--- config.mk ---
export PLATFORM = sky130hd
export DESIGN_NAME = eeprom_burst_ctrl
export DESIGN_NICKNAME = d
export VERILOG_FILES = /design/src/rtl/eeprom_burst_ctrl.sv
export SDC_FILE = /design/constraint.sdc
export NUM_CORES = 1
export LEC_CHECK = 0
export BUFFER_PORTS_ARGS = -buffer_cell sky130_fd_sc_hd__buf_2
export CAP_MARGIN = 30
export CORE_MARGIN = 3
export CORE_UTILIZATION = 45
export DETAILED_ROUTE_END_ITERATION = 10
export PLACE_DENSITY = 0.76
export SLEW_MARGIN = 20
export SYNTH_ARGS = -nofsm -noshare
export SYNTH_HDL_FRONTEND = slang
export SYNTH_SLANG_ARGS = --single-unit
--- constraint.sdc ---
create_clock -name clk -period 3.7 [get_ports clk]
set_clock_uncertainty 0.15 [all_clocks]
set_input_delay 0.74 -clock clk [delete_from_list [all_inputs] [get_ports clk]]
set_output_delay 0.74 -clock clk [all_outputs]
set_load 0.01 [all_outputs]
--- src/rtl/eeprom_burst_ctrl.sv ---
// eeprom_burst_ctrl: turns a burst read/write command into a sequence of
// single-byte I2C master transactions, one address per transaction, with a
// fixed write-cycle wait after every programmed byte.
module eeprom_burst_ctrl #(
   parameter logic [7:0] DEV_ADDR   = 8'hA0,
   parameter int         ADDR_W     = 16,
   parameter int         LEN_W      = 8,
   parameter int         TWR_CYCLES = 250000
) (
   input  logic              clk,
   input  logic              rst_n,
   input  logic              cmd_valid,
   output logic              cmd_ready,
   input  logic              cmd_write,
   input  logic [ADDR_W-1:0] cmd_addr,
   input  logic [LEN_W-1:0]  cmd_len,
   input  logic [7:0]        wr_data,
   output logic              wr_data_req,
   output logic [7:0]        rd_data,
   output logic              rd_valid,
   output logic              busy,
   output logic              done,
   output logic              error,
   output logic              i2c_read_req,
   input  logic              i2c_read_req_ack,
   output logic              i2c_write_req,
   input  logic              i2c_write_req_ack,
   output logic [7:0]        i2c_slave_dev_addr,
   output logic [15:0]       i2c_slave_reg_addr,
   output logic [7:0]        i2c_write_data,
   input  logic [7:0]        i2c_read_data,
   input  logic              i2c_error,
   output logic              i2c_addr_2byte
);

   localparam int CNT_W = (TWR_CYCLES > 1) ? $clog2(TWR_CYCLES) : 1;
   localparam logic [CNT_W-1:0] CNT_LAST = CNT_W'(TWR_CYCLES - 1);

   typedef enum logic [2:0] {IDLE, RD_REQ, WR_FETCH, WR_REQ, WR_WAIT, DONE} state_t;

   // The command direction is held by the state register itself: a read
   // command only ever visits RD_REQ, a write only the WR_* states.
   state_t            state_q, state_d;
   logic [ADDR_W-1:0] addr_q, addr_d;
   logic [LEN_W-1:0]  len_q, len_d;
   logic [CNT_W-1:0]  cnt_q, cnt_d;
   logic              rdreq_q, rdreq_d, wrreq_q, wrreq_d;
   logic [7:0]        rd_data_q, rd_data_d, wdata_q, wdata_d;
   logic              rd_valid_q, rd_valid_d, wr_data_req_q, wr_data_req_d;
   logic              done_q, done_d, err_q, err_d;
   logic              ready_q, ready_d, busy_q, busy_d;

   assign cmd_ready          = ready_q;
   assign busy               = busy_q;
   assign done               = done_q;
   assign error              = err_q;
   assign rd_data            = rd_data_q;
   assign rd_valid           = rd_valid_q;
   assign wr_data_req        = wr_data_req_q;
   assign i2c_read_req       = rdreq_q;
   assign i2c_write_req      = wrreq_q;
   assign i2c_write_data     = wdata_q;
   assign i2c_slave_reg_addr = 16'(addr_q);
   assign i2c_slave_dev_addr = DEV_ADDR;
   assign i2c_addr_2byte     = (ADDR_W == 16);

   // Next-state and next-output logic; strobes default low each cycle.
   always_comb begin
      state_d       = state_q;
      addr_d        = addr_q;
      len_d         = len_q;
      cnt_d         = cnt_q;
      rdreq_d       = rdreq_q;
      wrreq_d       = wrreq_q;
      rd_data_d     = rd_data_q;
      wdata_d       = wdata_q;
      err_d         = err_q;
      rd_valid_d    = 1'b0;
      wr_data_req_d = 1'b0;
      case (state_q)
         IDLE: begin
            if (cmd_valid && ready_q) begin
               addr_d = cmd_addr;
               len_d  = cmd_len;
               err_d  = 1'b0;
               if (cmd_len == '0) begin
                  state_d = DONE;
               end else if (cmd_write) begin
                  state_d       = WR_FETCH;
                  wr_data_req_d = 1'b1;
               end else begin
                  state_d = RD_REQ;
               end
            end
         end
         RD_REQ: begin
            // Req goes up one cycle after (re)entering; acks without req are ignored.
            if (!rdreq_q) begin
               rdreq_d = 1'b1;
            end else if (i2c_read_req_ack) begin
               rdreq_d = 1'b0;
               if (i2c_error) begin
                  err_d   = 1'b1;
                  state_d = DONE;
               end else begin
                  rd_data_d  = i2c_read_data;
                  rd_valid_d = 1'b1;
                  addr_d     = addr_q + ADDR_W'(1);
                  len_d      = len_q - LEN_W'(1);
                  if (len_q == LEN_W'(1)) state_d = DONE;
               end
            end
         end
         WR_FETCH: begin
            // wr_data_req is high during this cycle; the source's byte is taken now.
            wdata_d = wr_data;
            state_d = WR_REQ;
         end
         WR_REQ: begin
            if (!wrreq_q) begin
               wrreq_d = 1'b1;
            end else if (i2c_write_req_ack) begin
               wrreq_d = 1'b0;
               if (i2c_error) begin
                  err_d   = 1'b1;
                  state_d = DONE;
               end else begin
                  addr_d  = addr_q + ADDR_W'(1);
                  len_d   = len_q - LEN_W'(1);
                  cnt_d   = '0;
                  state_d = WR_WAIT;
               end
            end
         end
         WR_WAIT: begin
            // Stay exactly TWR_CYCLES cycles while the EEPROM programs the byte.
            if (cnt_q == CNT_LAST) begin
               cnt_d = '0;
               if (len_q == '0) begin
                  state_d = DONE;
               end else begin
                  state_d       = WR_FETCH;
                  wr_data_req_d = 1'b1;
               end
            end else begin
               cnt_d = cnt_q + CNT_W'(1);
            end
         end
         DONE:    state_d = IDLE;
         default: state_d = IDLE;
      endcase
      done_d  = (state_d == DONE);
      ready_d = (state_d == IDLE);
      busy_d  = (state_d != IDLE);
   end

   // All state and outputs are registered; async reset drops the reqs at once.
   always_ff @(posedge clk or negedge rst_n) begin
      if (!rst_n) begin
         state_q       <= IDLE;
         addr_q        <= '0;
         len_q         <= '0;
         cnt_q         <= '0;
         rdreq_q       <= 1'b0;
         wrreq_q       <= 1'b0;
         rd_data_q     <= 8'h00;
         wdata_q       <= 8'h00;
         err_q         <= 1'b0;
         rd_valid_q    <= 1'b0;
         wr_data_req_q <= 1'b0;
         done_q        <= 1'b0;
         ready_q       <= 1'b0;
         busy_q        <= 1'b0;
      end else begin
         state_q       <= state_d;
         addr_q        <= addr_d;
         len_q         <= len_d;
         cnt_q         <= cnt_d;
         rdreq_q       <= rdreq_d;
         wrreq_q       <= wrreq_d;
         rd_data_q     <= rd_data_d;
         wdata_q       <= wdata_d;
         err_q         <= err_d;
         rd_valid_q    <= rd_valid_d;
         wr_data_req_q <= wr_data_req_d;
         done_q        <= done_d;
         ready_q       <= ready_d;
         busy_q        <= busy_d;
      end
   end

endmodule

# ---- After elaboration in Yosys (flattened, before gate mapping)
# Cells that the tools add are included.
dict set report op_classes {
  n_mux 53
  eq_ne 13
  n_bitwise 1
  n_reduce_logical 11
  add_sub_neg 3
}
# operator n
set ops {}
lappend ops {{16-bit 2-to-1 mux} 6}
lappend ops {{18-bit 2-to-1 mux} 4}
lappend ops {{8-bit 2-to-1 mux} 6}
lappend ops {{16-bit one-hot mux with 3 select lines} 1}
lappend ops {{18-bit one-hot mux with 2 select lines} 1}
lappend ops {{3-bit 2-to-1 mux} 10}
lappend ops {{8-bit one-hot mux with 3 select lines} 1}
lappend ops {{1-bit 2-to-1 mux} 20}
lappend ops {{18-bit by 1-bit adder with 18-bit output, second input constant} 1}
lappend ops {{18-bit equality test, second input constant} 1}
lappend ops {{16-bit by 1-bit adder with 16-bit output, second input constant} 1}
lappend ops {{8-bit zero test} 2}
lappend ops {{3-bit one-hot mux with 5 select lines} 1}
lappend ops {{2-bit != test, second input constant} 6}
lappend ops {{8-bit by 1-bit equality test with 1-bit output, second input constant} 1}
lappend ops {{4-bit AND reduction} 2}
lappend ops {{8-bit by 1-bit subtractor with 8-bit output, second input constant} 1}
lappend ops {{3-bit by 2-bit equality test with 1-bit output, second input constant} 2}
lappend ops {{3-bit equality test, second input constant} 2}
lappend ops {{3-bit zero test} 2}
lappend ops {{6-bit AND reduction} 1}
lappend ops {{3-bit nonzero test} 2}
lappend ops {{3-bit by 1-bit equality test with 1-bit output, second input constant} 1}
lappend ops {{1-bit one-hot mux with 3 select lines} 1}
lappend ops {{5 further kinds} 5}
dict set report word_totals {
  inputBits 47
  wordCells 95
  out_inout_bits 49
  reg_bits 69
}

# ---- Depth between registers and ports, before layout
# Gate-level depths: netlist of run 1.
dict set report depth {
  word_depth 7
  mapped_depth 8
  mapped_depth_nobuf 6
}

# ---- Worst setup path after synthesis of run 1
# Ideal clock, no wire load.
dict set report synth_path {
  path_kind {input to register}
  startpoint {in i2c_error}
  endpoint {reg cnt_q[10]}
  stages 6
  required_ns 3.422
  path_slack_ns 1.652
  t_arrival_ns 1.770
  setup_time_ns 0.128
  cell_sequence {clkbuf_1 -> o31a_1 -> buf_2 -> nor3_2 -> xnor2_1 -> nor2_1}
}
dict set report synth_via {
  elab_chain_cells 2
}
# element line
set synth_rtl {}
lappend synth_rtl {{start: declaration} 32} ;# input logic i2c_error,
lappend synth_rtl {{2-bit != test (no line)} --}
lappend synth_rtl {{4-bit AND reduction (no line)} --}
lappend synth_rtl {{end signal: assignment} 178} ;# cnt_q <= cnt_d;
lappend synth_rtl {{end: declaration} 46} ;# logic [CNT_W-1:0] cnt_q, cnt_d;
# No other way between the ends.
# A chain may end at the register's enable or synchronous reset.

# ---- Worst setup path in the final report of run 1
dict set report layout_path {
  startpoint {reg state_q[2]}
  endpoint {reg len_q[3]}
}
dict set report layout_via {
  elab_chain_cells 3
}
# element line
set layout_rtl {}
lappend layout_rtl {{start: declaration} 43} ;# state_t state_q, state_d;
lappend layout_rtl {{start signal: assignment} 175} ;# state_q <= state_d;
lappend layout_rtl {{3-bit by 2-bit equality test with 1-bit output, or another cell as far along} 80} ;# case (state_q)
lappend layout_rtl {{2-bit != test (no line) / 3-bit nonzero test (equally long branches)} --}
lappend layout_rtl {{6-bit AND reduction (no line)} --}
lappend layout_rtl {{end signal: assignment} 177} ;# len_q <= len_d;
lappend layout_rtl {{end: declaration} 45} ;# logic [LEN_W-1:0] len_q, len_d;
# Several ways; a longest one is shown, not always the timed one.

==> metrics.md, run 1 <==
| Metric | Value |
|---|---|
| Outcome | completed |
| Fin crit period | 2330 ps |
| Synth top area cells | dfrtp_1 47%, mux2_2 4.9%, nand2_1 4.1%, a21oi_1 4.0%, nand3_1 3.8% |
| Die width | 96.8 um |
| CP cell instances | nand2b_1 > nor2_1 > a21oi_2 > o21ai_0 > o21ai_0 |
| Initial Util | 0.473 |
| Most common cell on crit path | o21ai_0 |
| Warnings from Yosys | 0 |
| Vias per cell | 5.60 |
| Final period util | 0.630 |
| Die Ht | 96.8 um |
| Startpoint Class | flop |
| Core Area | 7850 um2 |
| Net Switching | 1.50 mW |
| Die footprint | 9370 um2 |
| Switching share of total power | 0.403 |
| P_leak | 1.99 nW |
| Overflow after GRT | 0 |
| Slew margin rel. | 0.451 |
| Layout fillers | 715 |
| Gate power share | 0.404 |
| Port bufs | 86 |
| Routability Congestion | 0.853 |
| Synth Instances | 397 |
| Post-CTS Setup Inserts | 0 |
| Leading area contributor after synthesis | dfrtp_1 |
| Worst-Margin Slew | 824 ps |
| CTS Buf Count | 9 |
| Crit Path Class | reg -> reg |
| Share of the synthesized area in the top cell type | 0.465 |
| EDFF count, synth | 0 |
| CTS tree | done |
| Sequential element share of the synthesized area | 0.465 |
| Clk root buf | clkbuf_8 |
| Yosys reg bits | 69 |
| GR Util met1 | 0.254 |
| Reg2reg start | state_q[2]$_DFF_PN0_ |
| Syn Area/Cell | 9.35 um2 |
| Largest net degree at the start of global routing | 45 |
| Layout cells sized above 1 | 0.279 |
| Slowest cell on the critical path | a21oi_2 |
| Post-synth cell types | 60 |
| Antenna violations before repair | 0 |
| Final Hold Vio Count | 0 |
| CP endpoint kind | flop |
| Resized Gates After CTS | 0 |
| Maximum clock path buffer count | 2 |
| CP required | 3830 ps |
| Critical Path Fanout Max | 19 |
| Nets@finish | 531 |
| Area grow syn2layout | 19.8% |
| CP startpoint | state_q[2]$_DFF_PN0_ |
| Std cell rows | 32 |
| Antenna cells | 0 |
| Drt total wl | 8890 um |
| Int Power | 2.22 mW |
| First-pass GRT wire length | 15,100 um |
| Area after DPL | 4170 um2 |
| Pre-antenna DRT Iters | 4 |
| Post-route ant nets | 0 |
| Power Dens Cells | 837 nW/um2 |
| Asr flop ratio synth | 1.00 |
| Gr usage total | 0.192 |
| Cell count after placement | 570 |
| Clk network pwr share | 0.224 |
| Worst Hold Class | in -> async |
| Post-DP HPWL | 6470 um |
| Peak supply drop | 0.381 mV |
| Hold slack | 217 ps |
| Worst Reg-to-Reg Cells | 5 |
| Post-synth top flop | dfrtp_1 |
| Non-filler cells, final | 586 |
| Number of global-route vias before repair | 3,179 |
| Clk_lat worst skew | 350 ps |
| Slew Limit Fails | 0 |
| IO Pins | 96 |
| Finished layout cell area | 4440 um2 |
| TNS Setup | 0 ps |
| Clock-pin slew on the worst setup and hold paths | 80 ps |
| CP max stage delay | 690 ps |
| DR WL/cell | 15.2 um |
| Unrepaired setup endpoints after global routing | false |
| Synth Cell Area | 3710 um2 |
| Met2 GRT Util | 0.302 |
| GR peak layer | met2 |
| # Max-Cap Violations | 0 |
| Met3 usage in global routing | 0.0440 |
| Setup violators final | 0 |
| Vias | 3,279 |
| Post-CTS Hold Buffers | 0 |
| Most frequent cells after synthesis | 69 x dfrtp_1, 41 x nand2_1, 36 x nor2_1, 30 x a21oi_1, 28 x nand3_1 |
| Sequential power share | 0.372 |
| 1st-iter DRT viols | 193 |
| WP data arrival | 2450 ps |
| # clock sinks | 69 |
| Htree depth | 3 |
| Drc violations | 0 |
| Fmax | 0.429 GHz |
| Most numerous cell in the Yosys netlist | dfrtp_1 |
power groups by stage:
stage | Combinational (mW) | Clock [mW] | Sequential, mW
after global placement | 1.45 | 0 | 1.37
after global routing | 1.68 | 0.869 | 1.44
after floorplan | 1.00 | 0 | 1.41
final | 1.50 | 0.834 | 1.38
after detailed placement | 1.51 | 0 | 1.38
after CTS | 1.51 | 0.843 | 1.38
flip-flops by register name (all words and copies together), names as in the netlist:
register            count
cmd_ready               1
state_q                 3
cnt_q                  18
rd_data                 8
busy                    1
rd_valid                1
len_q                   8
i2c_read_req            1
i2c_write_data          8
i2c_slave_reg_addr     16
error                   1
i2c_write_req           1
wr_data_req             1
done                    1
path summary, 6_finish.rpt:
path                                               end  slack, ps
min in group clk                rd_data[7]$_DFFE_PN0P_        360
max in group asynchronous         len_q[2]$_DFFE_PN0P_       2390
worst min register to register  rd_data[7]$_DFFE_PN0P_        360
worst min-delay path              len_q[4]$_DFFE_PN0P_        220
worst max-delay path              len_q[3]$_DFFE_PN0P_       1370
worst max register to register    len_q[3]$_DFFE_PN0P_       1370
stage by stage:
stage / util / setup WS (ps) / power, mW
final: 0.566 / 1370 / 3.72
after global routing: 0.566 / 1210 / 3.98
after CTS: 0.566 / 1370 / 3.73
after detailed placement: 0.532 / 1230 / 2.89
after global placement: 0.532 / 1290 / 2.82
after floorplan: - / 1650 / 2.41
layout by cell type (no fill, tap or decap), drive strengths merged, types with 2 or more instances in the layout:
| cell type | synthesis | layout |
|---|---|---|
| buf | 21 | 91 |
| dfrtp | 69 | 69 |
| nand2 | 41 | 41 |
| nor2 | 37 | 37 |
| a21oi | 31 | 31 |
| nand3 | 28 | 28 |
| o21ai | 24 | 24 |
| mux2 | 16 | 16 |
| nor3 | 10 | 10 |
| nand4 | 9 | 9 |
| conb | 2 | 9 |
| clkbuf | 6 | 9 |
| nor4 | 9 | 9 |
| o22ai | 7 | 7 |
| inv | 6 | 7 |
| and3 | 6 | 6 |
| xnor2 | 6 | 6 |
| or3 | 5 | 5 |
| a31oi | 5 | 5 |
| ha | 5 | 5 |
| nor2b | 5 | 5 |
| nand2b | 4 | 4 |
| a2bb2oi | 4 | 4 |
| bufinv | 0 | 4 |
| and4 | 3 | 3 |
| a21o | 3 | 3 |
| a22oi | 3 | 3 |
| or2 | 2 | 2 |
| xor2 | 2 | 2 |
| or4b | 2 | 2 |
| o211ai | 2 | 2 |
| o2bb2ai | 2 | 2 |
| o22a | 2 | 2 |
| clkinv | 0 | 2 |
| nor3b | 2 | 2 |
| a31o | 2 | 2 |
kinds of logic after synthesis:
group / count (synthesis) / synth area share
buffers and inverters: 33 / 0.0496
flip-flops: 69 / 0.465
AND/OR/NAND/NOR: 168 / 0.238
AO/OA/AOI/OAI: 95 / 0.158
adder cells (fa/ha/maj): 5 / 0.0169
other: 2 / 0.00202
multiplexers: 17 / 0.0512
XOR/XNOR: 8 / 0.0189
layer usage:
metal	vias to the layer above	share of wire	routed length, um
li1	1590	-	-
met1	1570	0.44	3910
met2	106	0.47	4210
met3	13	0.067	594
met4	0	0.020	174
met5	-	0	0
area by class of cell:
cell class                      count  area (um2)  share of cell area
Multi-Input combinational cell    302        1830               0.412
Sequential cell                    69        1730               0.389
Timing Repair Buffer               91         468               0.105
Clock inverter                      7         146              0.0329
Tap cell                          102         128              0.0287
Clock buffer                        9         124              0.0279
Inverter                            6        22.5             0.00507
critical path, delay by kind of cell, from the launching register on:
kind / cells / cell delay [ps]
compound gates: 3 / 1040
flops: 1 / 470
simple gates: 2 / 590
Note: power is estimated with default switching activity, not from simulation.
==> run 2, diff against run 1 <==
Clock period 3.7 ns to 2.15 ns, I/O delays scaled along.
==> metrics.md, run 2 (same netlist as run 1, synthesis figures left out) <==
| Metric | Value |
|---|---|
| Outcome | completed |
| Final period util | 0.939 (+0.309) |
| CP max stage delay | 510 ps (-180 ps) |
| Final Hold Vio Count | 0 (unchanged) |
| Flop-to-flop setup slack | 130 ps (-1240 ps) |
| Antenna cells | 0 (unchanged) |
| Area after DPL | 4340 um2 (+4.0%) |
| DR WL/cell | 15.3 um (+0.58%) |
| Net Switching | 2.58 mW (+72%) |
| Levels on crit path | 5 (unchanged) |
| Power Dens Cells | 1390 nW/um2 (+66%) |
| GR Util met1 | 0.278 (+0.0241) |
| Switching share of total power | 0.406 (+0.00301) |
| # clock sinks | 69 (unchanged) |
| Vias | 3,386 (+3.3%) |
| Met3 usage in global routing | 0.0411 (-0.00288) |
| Htree depth | 3 (unchanged) |
| Unrepaired setup endpoints after global routing | false |
| Port bufs | 86 (unchanged) |
| Worst R2R End | cnt_q[17]$_DFFE_PN0P_ |
| Largest net degree at the start of global routing | 70 (+56%) |
| Fmax | 0.496 GHz (+15%) |
| First-pass GRT wire length | 15,600 um (+3.2%) |
| Finished layout cell area | 4570 um2 (+2.9%) |
| Peak supply drop | 0.751 mV (+97%) |
| WP data arrival | 2090 ps (-360 ps) |
| Post-DP HPWL | 6650 um (+2.7%) |
| Slew margin rel. | 0.664 (+0.213) |
| Startpoint Class | flop |
| Hold slack | 174 ps (-43.0 ps) |
| Overflow after GRT | 0 (unchanged) |
| P_leak | 2.07 nW (+4.0%) |
| Pre-antenna DRT Iters | 5 (+1) |
| Area grow syn2layout | 23.2% |
| Die width | 96.8 um (unchanged) |
| CP cell instances | or3b_4 > o31a_1 > nor4_2 > xnor2_1 > nor2_1 |
| IO Pins | 96 (unchanged) |
| Antenna violations before repair | 0 (unchanged) |
| Core Area | 7850 um2 (unchanged) |
| Std cell rows | 32 (unchanged) |
| Worst Reg-to-Reg Cells | 5 (unchanged) |
| Highest-count cells in the layout ignoring fill and taps | 86 x buf_2, 69 x dfrtp_1, 41 x nand2_1 |
| CP startpoint | state_q[1]$_DFF_PN0_ |
| Setup violators final | 0 (unchanged) |
| Gate power share | 0.446 (+0.042) |
| Layout cells sized above 1 | 0.299 (+0.0205) |
| Crit path buf inv count | 0 (unchanged) |
| Sequential power share | 0.371 (about the same) |
| Layout fillers | 696 (-2.7%) |
| TNS Setup | 0 ps (unchanged) |
| Crit Path Class | reg -> reg |
| Initial Util | 0.473 (unchanged) |
| # Max-Cap Violations | 0 (unchanged) |
| Worst-Margin Slew | 501 ps (-323 ps) |
| CP required | 2220 ps (-1610 ps) |
| Critical Path Fanout Max | 12 (-7) |
| GR peak layer | met2 |
| Slew Limit Fails | 0 (unchanged) |
| Number of global-route vias before repair | 3,306 (+4.0%) |
| Int Power | 3.77 mW (+70%) |
| Drc violations | 0 (unchanged) |
| CP endpoint kind | flop |
| CTS tree | done |
| HP Start | i2c_read_data[6] |
| Die footprint | 9370 um2 (unchanged) |
| Post-route ant nets | 0 (unchanged) |
| Top reg by flops | cnt_q |
| Drt total wl | 9200 um (+3.5%) |
| Clk root buf | clkbuf_8 |
| Slowest cell on the critical path | or3b_4 |
| Clk network pwr share | 0.183 (-0.041) |
| Clock-pin slew on the worst setup and hold paths | 70 ps (about the same) |
| Top delay family on crit path | simple AND/OR/NAND/NOR gates |
| Die Ht | 96.8 um (unchanged) |
| Routability Congestion | 0.963 (+13%) |
| Gr usage total | 0.198 (+0.00680) |
| Maximum clock path buffer count | 2 (unchanged) |
| Reg2reg start | state_q[1]$_DFF_PN0_ |
| Fin crit period | 2020 ps (-311 ps) |
| CTS Buf Count | 9 (unchanged) |
| Met2 GRT Util | 0.305 (+0.00265) |
| Critical Path End | cnt_q[17]$_DFFE_PN0P_ |
| Most common cell after layout, fill and taps aside | buf_2 |
| Worst Hold Class | in -> reg |
| Clk_lat worst skew | 340 ps (about the same) |
| Nets@finish | 549 (+3.4%) |
| 1st-iter DRT viols | 308 (+60%) |
| Vias per cell | 5.62 (+0.35%) |
| Largest register FFs | 18 (unchanged) |
## run 2: changes by cell type in the layout (fill, tap and decap cells not counted), sizes merged
cell / before / now
inv: 7 / 6
clkinvlp: 0 / 1
bufinv: 4 / 2
clkinv: 2 / 1
dlygate4sd3: 0 / 1
buf: 91 / 108
clkbuf: 9 / 11
## run 2: cell type report
type | instances | area [um2] | area share
Sequential cell | 69 | 1730 | 0.378
Timing Repair Buffer | 109 | 643 | 0.141
Inverter | 6 | 22.5 | 0.00493
Clock inverter | 4 | 72.6 | 0.0159
Multi-Input combinational cell | 302 | 1840 | 0.402
Tap cell | 102 | 128 | 0.0279
Clock buffer | 11 | 141 | 0.0309
## run 2: worst min path at each step
stage | cells after the start | to | slack [ps]
floorplan | 0 | busy$_DFF_PN0_ | -20
global placement | 2 | len_q[7]$_DFFE_PN0P_ | 330
detailed placement | 2 | len_q[5]$_DFFE_PN0P_ | 330
CTS | 2 | rd_data[6]$_DFFE_PN0P_ | 160
global route | 2 | rd_data[5]$_DFFE_PN0P_ | 160
finish | 2 | rd_data[6]$_DFFE_PN0P_ | 170
## run 2: layer usage
| layer | part of all wire | up-vias |
|---|---|---|
| met2 | 0.46 | 146 |
| met4 | 0.016 | 0 |
| met5 | 0 | - |
| met1 | 0.45 | 1599 |
| met3 | 0.070 | 15 |
| li1 | - | 1626 |
## run 2: worst reg2reg max path, stage by stage (launching register included)
cell and delay (ps):
dfrtp_1 480, or3b_4 510, o31a_1 230, nor4_2 330, xnor2_1 150, nor2_1 50
## run 2: power groups by stage
stage / clock (mW) / combinational, mW / sequential, mW
final: 1.16 / 2.83 / 2.36
after global routing: 1.25 / 3.14 / 2.44
after CTS: 1.18 / 2.83 / 2.35
after detailed placement: 0 / 2.81 / 2.36
after global placement: 0 / 2.72 / 2.34
after floorplan: 0 / 1.72 / 2.42
## run 2: what timing repair did
action | CTS | global route
resized for setup | 0 | 1
hold buffers | 1 | 0
setup endpoints to repair | 0 | 2
hold endpoints to repair | 69 | 0
buffers inserted | 0 | 0
## run 2: per-stage QoR
stage,instances,total power [mW],util,setup WS [ps]
floorplan,404,4.15,-,313
global placement,587,5.06,0.553,197
detailed placement,587,5.17,0.553,142
CTS,603,6.36,0.581,135
global route,603,6.82,0.583,42.4
finish,603,6.35,0.583,132
==> run 3, diff against run 2 <==
Settings changed: BUFFER_PORTS_ARGS -buffer_cell sky130_fd_sc_hd__buf_2 to -buffer_cell sky130_fd_sc_hd__buf_4, CORE_UTILIZATION 45 to 53, PLACE_DENSITY 0.76 to 0.86.
==> metrics.md, run 3 (same netlist as run 1, synthesis figures left out) <==
| Metric | Value |
|---|---|
| Final period util | 0.953 (+0.0144) |
| Worst-Margin Slew | 492 ps (-9.06 ps) |
| Net Switching | 2.63 mW (+2.1%) |
| Die Ht | 89.7 um (-7.4%) |
| Slowest cell on the critical path | or3_1 |
| Outcome | completed |
| Initial Util | 0.565 (+0.0922) |
| Unrepaired setup endpoints after global routing | false |
| Drc violations | 0 (unchanged) |
| Post-DP HPWL | 6830 um (+2.7%) |
| Largest register FFs | 18 (unchanged) |
| Antenna violations before repair | 0 (unchanged) |
| Maximum clock path buffer count | 2 (unchanged) |
| Most common cell after layout, fill and taps aside | buf_4 |
| Clk root buf | clkbuf_8 |
| Top reg by flops | cnt_q |
| Crit Path Class | reg -> reg |
| 1st-iter DRT viols | 222 (-28%) |
| Area grow syn2layout | 27.7% |
| First-pass GRT wire length | 15,400 um (-1.1%) |
| Switching share of total power | 0.402 (-0.00476) |
| CP max stage delay | 470 ps (-40 ps) |
| Area of the multi-input gates | 1840 um2 (-0.14%) |
| IO Pins | 96 (unchanged) |
| Setup violators final | 0 (unchanged) |
| # Max-Cap Violations | 0 (unchanged) |
| Htree depth | 3 (unchanged) |
| Largest net degree at the start of global routing | 39 (-44%) |
| Routability Congestion | 0.922 (-4.3%) |
| Startpoint Class | flop |
| Die footprint | 8040 um2 (-14%) |
| Slew Limit Fails | 0 (unchanged) |
| Number of global-route vias before repair | 3,248 (-1.8%) |
| CP required | 2220 ps (about the same) |
| CTS tree | done |
| Vias per cell | 5.77 (+2.8%) |
| Pre-antenna DRT Iters | 7 (+2) |
| GR Util met1 | 0.335 (+0.0571) |
| Slew margin rel. | 0.670 (+0.00508) |
| Critical Path Fanout Max | 9 (-3) |
| Vias | 3,430 (+1.3%) |
| Register Area | 1730 um2 (about the same) |
| Highest-count cells in the layout ignoring fill and taps | 107 x buf_4, 68 x dfrtp_1, 41 x nand2_1 |
| Port bufs | 86 (unchanged) |
| Final Hold Vio Count | 0 (unchanged) |
| Post-route ant nets | 0 (unchanged) |
| WP data arrival | 2120 ps (+30 ps) |
| TNS Setup | 0 ps (unchanged) |
| Gate power share | 0.451 (+0.005) |
| Sequential power share | 0.367 (-0.004) |
| Antenna cells | 0 (unchanged) |
| GR peak layer | met2 |
| Layout fillers | 449 (-35%) |
| Std cell rows | 29 (-9.4%) |
| Met3 usage in global routing | 0.0821 (+0.0410) |
| Fin crit period | 2050 ps (+31.0 ps) |
| Fmax | 0.488 GHz (-1.5%) |
| Clk_lat worst skew | 340 ps (about the same) |
| Worst Hold Class | in -> reg |
| Drt total wl | 9320 um (+1.3%) |
| Peak supply drop | 0.786 mV (+4.6%) |
| Int Power | 3.92 mW (+4.1%) |
| Post-CTS Setup Inserts | 0 (unchanged) |
| Nets@finish | 548 (-0.18%) |
| DR WL/cell | 15.7 um (+2.8%) |
| Die width | 89.7 um (-7.4%) |
| P_leak | 2.12 nW (+2.6%) |
| Layout cells sized above 1 | 0.305 (+0.00599) |
| Met2 GRT Util | 0.372 (+0.0677) |
| Gr usage total | 0.246 (+0.0474) |
| Overflow after GRT | 0 (unchanged) |
| CP endpoint kind | flop |
| # clock sinks | 69 (unchanged) |
| Total power | 6.55 mW (+3.3%) |
| Clk network pwr share | 0.182 (about the same) |
| Power Dens Cells | 1380 nW/um2 (-0.37%) |
| CP cell instances | nand2b_1 > or3_1 > nor2_4 > mux2_2 |
| Core Area | 6570 um2 (-16%) |
| CTS Buf Count | 9 (unchanged) |
| Clock-pin slew on the worst setup and hold paths | 80 ps (about the same) |
-- run 3: worst max-delay path, delay by kind of cell (launching register included) --
| family | cells | cell delay (ps) |
|---|---|---|
| AND/OR/NAND/NOR | 3 | 960 |
| flip-flops | 1 | 450 |
| multiplexers | 1 | 380 |
-- run 3: what timing repair did --
action,CTS,global route
endpoints found under the hold margin,36,0
hold buffers,1,0
resized for setup,0,2
setup endpoints to repair,0,2
-- run 3: layout make-up --
class,count,area share
clock buffer,10,0.0290
clock inverter,6,0.0182
inverter,6,0.00475
multi-input combinational,302,0.387
sequential,69,0.365
tap,93,0.0246
timing repair buffer,108,0.172
-- run 3: per-layer routing --
metal / up-vias / wire [um]
li1: 1632 / -
met1: 1624 / 3940
met2: 163 / 4380
met3: 11 / 872
met4: 0 / 132
met5: - / 0
-- run 3: final timing paths --
check / startpoint / end / slack [ps] / cells past startpoint
setup / recovery: state_q[2]$_DFF_PN0_ / rd_data[7]$_DFFE_PN0P_ / 100 / 4
min in group asynchronous: rst_n / i2c_write_data[0]$_DFFE_PN0P_ / 420 / 2
hold / removal: wr_data[5] / i2c_write_data[5]$_DFFE_PN0P_ / 170 / 2
setup reg to reg: state_q[2]$_DFF_PN0_ / rd_data[7]$_DFFE_PN0P_ / 100 / 4
hold reg to reg: rd_data[5]$_DFFE_PN0P_ / rd_data[5]$_DFFE_PN0P_ / 360 / 1
max in group asynchronous: rst_n / state_q[1]$_DFF_PN0_ / 780 / 3
-- run 3: stage by stage --
step	hold WS, ps	utilization	setup WS (ps)	instances	area, um2
after CTS	154	0.721	102	594	4730
final	165	0.722	101	594	4740
after detailed placement	268	0.685	124	577	4500
after global placement	272	0.685	222	577	4500
after floorplan	-15.6	-	313	404	3740
after global routing	154	0.722	8.79	594	4740
-- run 3: power groups by stage --
stage	clock network, mW	registers (mW)	logic [mW]
2_1_floorplan	0	2.42	1.72
3_3_place_gp	0	2.36	2.84
3_5_place_dp	0	2.40	2.92
4_1_cts	1.22	2.39	2.95
5_1_grt	1.27	2.50	3.29
6_report	1.19	2.41	2.96
